==> src/rtl/serial_receiver_32_w.sv <==
// serial_receiver_32_w: 8N1 frame receiver that reassembles n_word 16-bit words and checks a Modbus CRC-16 trailer
module serial_receiver_32_w #(
  parameter int n_word = 32,
  parameter int bit_period = 4,
  parameter int idle_gap = 8
) (
  input  logic        clk,
  input  logic        reset,
  input  logic        rx,
  output logic [15:0] data_0,
  output logic [15:0] data_1,
  output logic [15:0] data_2,
  output logic [15:0] data_3,
  output logic [15:0] data_4,
  output logic [15:0] data_5,
  output logic [15:0] data_6,
  output logic [15:0] data_7,
  output logic [15:0] data_8,
  output logic [15:0] data_9,
  output logic [15:0] data_10,
  output logic [15:0] data_11,
  output logic [15:0] data_12,
  output logic [15:0] data_13,
  output logic [15:0] data_14,
  output logic [15:0] data_15,
  output logic [15:0] data_16,
  output logic [15:0] data_17,
  output logic [15:0] data_18,
  output logic [15:0] data_19,
  output logic [15:0] data_20,
  output logic [15:0] data_21,
  output logic [15:0] data_22,
  output logic [15:0] data_23,
  output logic [15:0] data_24,
  output logic [15:0] data_25,
  output logic [15:0] data_26,
  output logic [15:0] data_27,
  output logic [15:0] data_28,
  output logic [15:0] data_29,
  output logic [15:0] data_30,
  output logic [15:0] data_31,
  output logic        data_valid,
  output logic        crc_err,
  output logic        busy
);
  localparam int gap_clks = idle_gap * bit_period;
  localparam int cw = $clog2(bit_period);
  localparam int gw = $clog2(gap_clks + 1);

  typedef enum logic [1:0] {s_idle, s_start, s_data, s_stop} state_t;

  state_t state, state_nx;
  logic rx_m, rx_s, rx_d, armed, err, end1, ok1, end2, ok2;
  logic [cw-1:0] cnt;
  logic [2:0] bits;
  logic [7:0] sh, crc_sh, crc_lo;
  logic [gw-1:0] gap_cnt;
  logic [6:0] idx;
  logic [15:0] crc, crc_nx;
  logic [3:0] crc_left;
  logic [15:0] shadow [32];
  logic [15:0] words [32];
  logic fall, tick, start_ok, byte_end, gap_hit;

  assign fall = armed && rx_d && !rx_s;
  assign tick = (cnt == '0);
  assign start_ok = (state == s_start) && tick && !rx_s;
  assign byte_end = (state == s_stop) && tick;
  // gap only accumulates while no byte is in flight, so long runs of 1-bits inside a byte never count
  assign gap_hit = (state == s_idle) && rx_s && (idx != '0) && (gap_cnt == gw'(gap_clks - 1)) && !fall;
  assign crc_nx = (crc >> 1) ^ ((crc[0] ^ crc_sh[0]) ? 16'hA001 : 16'h0000);

  always_comb begin
    state_nx = state;
    unique case (state)
      s_idle:  state_nx = fall ? s_start : s_idle;
      s_start: state_nx = tick ? (rx_s ? s_idle : s_data) : s_start;
      s_data:  state_nx = (tick && bits == 3'd7) ? s_stop : s_data;
      s_stop:  state_nx = tick ? s_idle : s_stop;
    endcase
  end

  always_ff @(posedge clk) begin
    if (reset) begin
      rx_m <= 1'b0;
      rx_s <= 1'b0;
      rx_d <= 1'b0;
      state <= s_idle;
      cnt <= '0;
      bits <= '0;
      sh <= '0;
      gap_cnt <= '0;
      armed <= 1'b0;
      idx <= '0;
      crc <= 16'hFFFF;
      crc_sh <= '0;
      crc_left <= '0;
      crc_lo <= '0;
      err <= 1'b0;
      end1 <= 1'b0;
      ok1 <= 1'b0;
      end2 <= 1'b0;
      ok2 <= 1'b0;
      data_valid <= 1'b0;
      crc_err <= 1'b0;
      busy <= 1'b0;
      shadow <= '{default: '0};
      words <= '{default: '0};
    end else begin
      rx_m <= rx;
      rx_s <= rx_m;
      rx_d <= rx_s;
      state <= state_nx;
      cnt <= (state == s_idle) ? cw'(bit_period / 2 - 1) : tick ? cw'(bit_period - 1) : cnt - 1'b1;
      bits <= (state == s_data) ? (tick ? bits + 3'd1 : bits) : 3'd0;
      if (state == s_data && tick) sh <= {rx_s, sh[7:1]};
      gap_cnt <= (state == s_idle && rx_s) ? ((gap_cnt == gw'(gap_clks - 1)) ? gap_cnt : gap_cnt + 1'b1) : '0;
      armed <= armed | (state == s_idle && rx_s && gap_cnt >= gw'(bit_period - 1));
      end1 <= 1'b0;
      if (crc_left != '0) begin
        crc <= crc_nx;
        crc_sh <= crc_sh >> 1;
        crc_left <= crc_left - 1'b1;
      end
      if (start_ok && idx == '0) busy <= 1'b1;
      if (byte_end) begin
        if (idx < 7'(2 * n_word)) begin
          if (idx[0]) shadow[idx[5:1]][7:0] <= sh;
          else shadow[idx[5:1]][15:8] <= sh;
          crc_sh <= sh;
          crc_left <= 4'd8;
        end
        if (!rx_s) err <= 1'b1;
        if (idx == 7'(2 * n_word)) crc_lo <= sh;
        if (idx == 7'(2 * n_word + 1)) begin
          end1 <= 1'b1;
          ok1 <= (crc == {sh, crc_lo}) && !err && rx_s;
          idx <= '0;
          crc <= 16'hFFFF;
          err <= 1'b0;
        end else begin
          idx <= idx + 7'd1;
        end
      end
      if (gap_hit) begin
        idx <= '0;
        crc <= 16'hFFFF;
        crc_left <= '0;
        err <= 1'b0;
      end
      end2 <= end1;
      ok2 <= ok1;
      data_valid <= end2 && ok2;
      crc_err <= (end2 && !ok2) || gap_hit;
      if (end2 && ok2) words <= shadow;
      if (end2 || gap_hit) busy <= 1'b0;
    end
  end

  assign data_0 = words[0];
  assign data_1 = words[1];
  assign data_2 = words[2];
  assign data_3 = words[3];
  assign data_4 = words[4];
  assign data_5 = words[5];
  assign data_6 = words[6];
  assign data_7 = words[7];
  assign data_8 = words[8];
  assign data_9 = words[9];
  assign data_10 = words[10];
  assign data_11 = words[11];
  assign data_12 = words[12];
  assign data_13 = words[13];
  assign data_14 = words[14];
  assign data_15 = words[15];
  assign data_16 = words[16];
  assign data_17 = words[17];
  assign data_18 = words[18];
  assign data_19 = words[19];
  assign data_20 = words[20];
  assign data_21 = words[21];
  assign data_22 = words[22];
  assign data_23 = words[23];
  assign data_24 = words[24];
  assign data_25 = words[25];
  assign data_26 = words[26];
  assign data_27 = words[27];
  assign data_28 = words[28];
  assign data_29 = words[29];
  assign data_30 = words[30];
  assign data_31 = words[31];
endmodule

==> config.mk <==
export PLATFORM = sky130hd
export DESIGN_NAME = serial_receiver_32_w
export DESIGN_NICKNAME = d
export VERILOG_FILES = /design/src/rtl/serial_receiver_32_w.sv
export SDC_FILE = /design/constraint.sdc
export NUM_CORES = 2
export LEC_CHECK = 0
export CAP_MARGIN = 20
export CORE_MARGIN = 5
export CORE_UTILIZATION = 39
export CTS_CLUSTER_DIAMETER = 50
export DETAILED_ROUTE_END_ITERATION = 10
export SLEW_MARGIN = 20
export SYNTH_ARGS = -nofsm -noshare
export SYNTH_HDL_FRONTEND = slang
export SYNTH_SLANG_ARGS = --single-unit
==> constraint.sdc <==
create_clock -name clk -period 2.1 [get_ports clk]
set_input_delay 0.21 -clock clk [delete_from_list [all_inputs] [get_ports clk]]
set_output_delay 0.21 -clock clk [all_outputs]
set_load 0.05 [all_outputs]
==> results.py <==
metrics = {
    "cells_and_area": {
        "nFillCells": 9489,
        "regMostFlops": "shadow",
        "drive_above_1_share_pct": 9.22,
        "multi_input_area_um2": 15900,
        "nets": 4919,
        "largest_reg_flops": 512,
        "design_area_um2": 50900,
        "syn2layout_area_growth_pct": 29.6,
        "seqCellArea_um2": 22100,
    },
    "hold_path": {
        "min_from": "shadow[412]",
        "min_path_type": "reg2reg",
    },
    "critical_path": {
        "crit-reg2reg-launch": "cnt[0]",
        "path_cells": "inv_1 -> ha_1 -> nand4b_1 -> buf_4 -> buf_12 -> buf_6 -> nor3_4 -> buf_4 -> mux2i_1 -> nor2_1",
        "critPathCaptureType": "register",
        "r2r_slack_ns": 0.11,
        "critPathKind": "reg2reg",
        "path_max_fanout": 15,
        "start_kind": "register",
        "crit_path_frequent_cell": "buf_4",
        "max_stage_delay_ns": 0.29,
        "crit_arrival_ns": 2.58,
        "crit_start": "cnt[0]",
        "cp_slowest_cell": "dfxtp_1",
        "required_ns": 2.69,
    },
    "sta": {
        "finalSetupViolations": 0,
        "worst_pin_slew_ns": 0.689,
        "fin_skew_ns": 0.0366,
        "slew_headroom_pct": 54.3,
        "drv_slew": 0,
        "fmax_ghz": 0.501,
        "finalHoldViolCount": 0,
        "fin_crit_sh_pct": 95.0,
        "min_period_ns": 1.99,
        "fin_ws_ns": 0.105,
    },
    "placement": {
        "place_congestion": 0.762,
        "dpl_cell_area_um2": 47000,
        "dp_slack_ns": 0.0339,
        "io_buffers": 517,
        "hpwl_mm": 74.9,
    },
    "synthesis": {
        "synth.area.top_cells": "dfxtp_1 56%, mux2i_1 12%, nand2_1 11%",
        "synth-edff-count": 0,
        "yosysWarnings": 0,
        "yosysTopAreaCell": "dfxtp_1",
        "synth_common_cells": "1178 x nand2_1, 1100 x dfxtp_1, 584 x a21oi_1",
        "netlist_area_um2": 39300,
        "avgSynthCellArea_um2": 8.91,
        "synth.yosys.seq_area_share_pct": 56.1,
        "synth_ff_type": "dfxtp_1",
        "yosysMostFrequentCell": "nand2_1",
        "syn_inst": 4405,
        "synth_nets": 4416,
        "synth_top_area_share_pct": 56.1,
        "synth-seq-cells": 1100,
        "yosysUniqueCellTypes": 47,
        "async_flop_share_pct": 0,
    },
    "clock_network": {
        "clkTransAtPathRegs_ns": 0.06,
        "cts_tree": "yes",
        "cts_num_sinks": 1100,
        "clock_path_buffers": 3,
        "clk_latency_ns": 0.74,
        "root_buffer": "clkbuf_16",
        "cts_buffers": 135,
        "cts_max_level": 4,
    },
    "floorplanning": {
        "die_height_um": 327,
        "die-area_um2": 107000,
        "num_rows": 116,
        "start_util_pct": 39.3,
        "core_area_um2": 100000,
        "die-width_um": 327,
        "io_pins": 518,
    },
    "power": {
        "max-vdd-ir-drop_v": 0.000564,
        "powerDensity_nw_per_um2": 887,
        "cellLeakagePower_nw": 21.6,
        "total_power_mw": 45.1,
    },
    "global_route": {
        "grt_util_all_layers_pct": 21.5,
        "grt_pass1_vias": 30059,
        "grt_antenna_before_repair": 1,
        "grt_max_degree": 131,
        "grt_pass1_wl_mm": 182,
        "overflow": 0,
    },
    "route": {
        "wl_mm": 120,
        "drt_iter0_markers": 2338,
        "detail_route.wl_per_cell_um": 19.0,
        "ant_nets": 0,
        "first_pass_iters": 5,
        "num_vias": 31327,
        "drc_errors": 0,
        "viasPerCell": 4.96,
    },
    "flow_run": {
        "drv_cap": 0,
    },
    "status": {
        "outcome": "completed",
    },
}
-- routing by layer --
layer,track usage [%],share of wire (%),routed length (um),vias to the layer above
li1,-,-,-,15436
met1,28.8,45,54200,14996
met2,35.6,47,56600,729
met3,4.30,5.2,6210,166
met4,6.16,2.3,2780,0
met5,0,0,0,-
-- critical path, delay by kind of cell, from the launching register on --
family                   cells  cell delay, ns
buffers and inverters        5            0.77
AND/OR/NAND/NOR              3            0.37
flip-flops                   1            0.29
adder cells (fa/ha/maj)      1            0.22
multiplexers                 1            0.21
-- report_power, final --
group	total (mW)	switching (mW)	internal, mW	leakage [nW]
logic	1.11	0.694	0.419	10.5
registers	21.0	0.0624	20.9	8.87
clock network	23.0	9.11	13.9	2.19
total	45.1	9.87	35.3	21.6
-- per-stage QoR --
step	instances	hold slack (ns)	TNS [ns]	utilization (%)
after detailed placement	6064	0.427	0	47.0
after CTS	6305	0.437	0	50.8
after global placement	6064	0.420	0	47.0
final	6310	0.429	0	50.9
after global routing	6308	0.450	-0.106	50.9
after floorplan	4405	0.338	0	-
-- kinds of logic (layout without fill, tap and decap cells) --
| logic type | count (synthesis) | after routing | synth area share (%) |
|---|---|---|---|
| simple gates | 1824 | 1824 | 19.2 |
| mux | 488 | 488 | 12.4 |
| xor+xnor | 31 | 31 | 0.692 |
| flops | 1100 | 1100 | 56.1 |
| compound gates | 604 | 604 | 7.83 |
| buf+inv | 350 | 955 | 3.52 |
| other cells | 0 | 2 | 0 |
| fa+ha+maj | 8 | 8 | 0.255 |
-- layout make-up --
cell class	count	area share, %
multi-input cells	2955	31.3
clock inverters	56	1.23
flip-flops and latches	1100	43.4
well taps	1298	3.19
diodes	2	0.00984
inverters	8	0.0590
repair buffers	708	13.3
clock buffers	183	7.56
-- worst paths after layout --
path	end	cells past startpoint
worst max-delay path	shadow[139]	10
worst min-delay path	data_6[12]	2
worst max register to register	shadow[139]	10
worst min register to register	data_6[12]	2
-- cell usage in the layout (no fill, tap or decap), types with 5 or more instances in the layout --
cell,count
nor3_2,6
clkbuf_16,142
buf_4,128
dfxtp_1,1090
nor4_4,8
xnor2_1,11
ha_1,8
nand4_1,12
clkinv_8,5
dlygate4sd2_1,510
a211oi_1,8
a21oi_1,584
nand3_1,34
dfxtp_4,8
nand2_1,1177
nor3_4,19
xor2_1,20
clkbuf_8,16
inv_1,8
nor2b_1,7
clkinv_2,19
inv_6,10
mux2i_1,487
clkbuf_1,26
buf_12,63
nand3b_1,8
nor3_1,21
nor2_1,499
clkinvlp_4,7
bufinv_16,8
-- repair_timing --
item	4_1_cts	5_1_grt
pin swaps	0	2
setup buffers	0	2
resized for setup	510	3
hold buffers	2	0
endpoints found under the setup margin	510	45
cloned	0	1
hold endpoints to repair	24	0
Power figures use the tool's default switching activity.
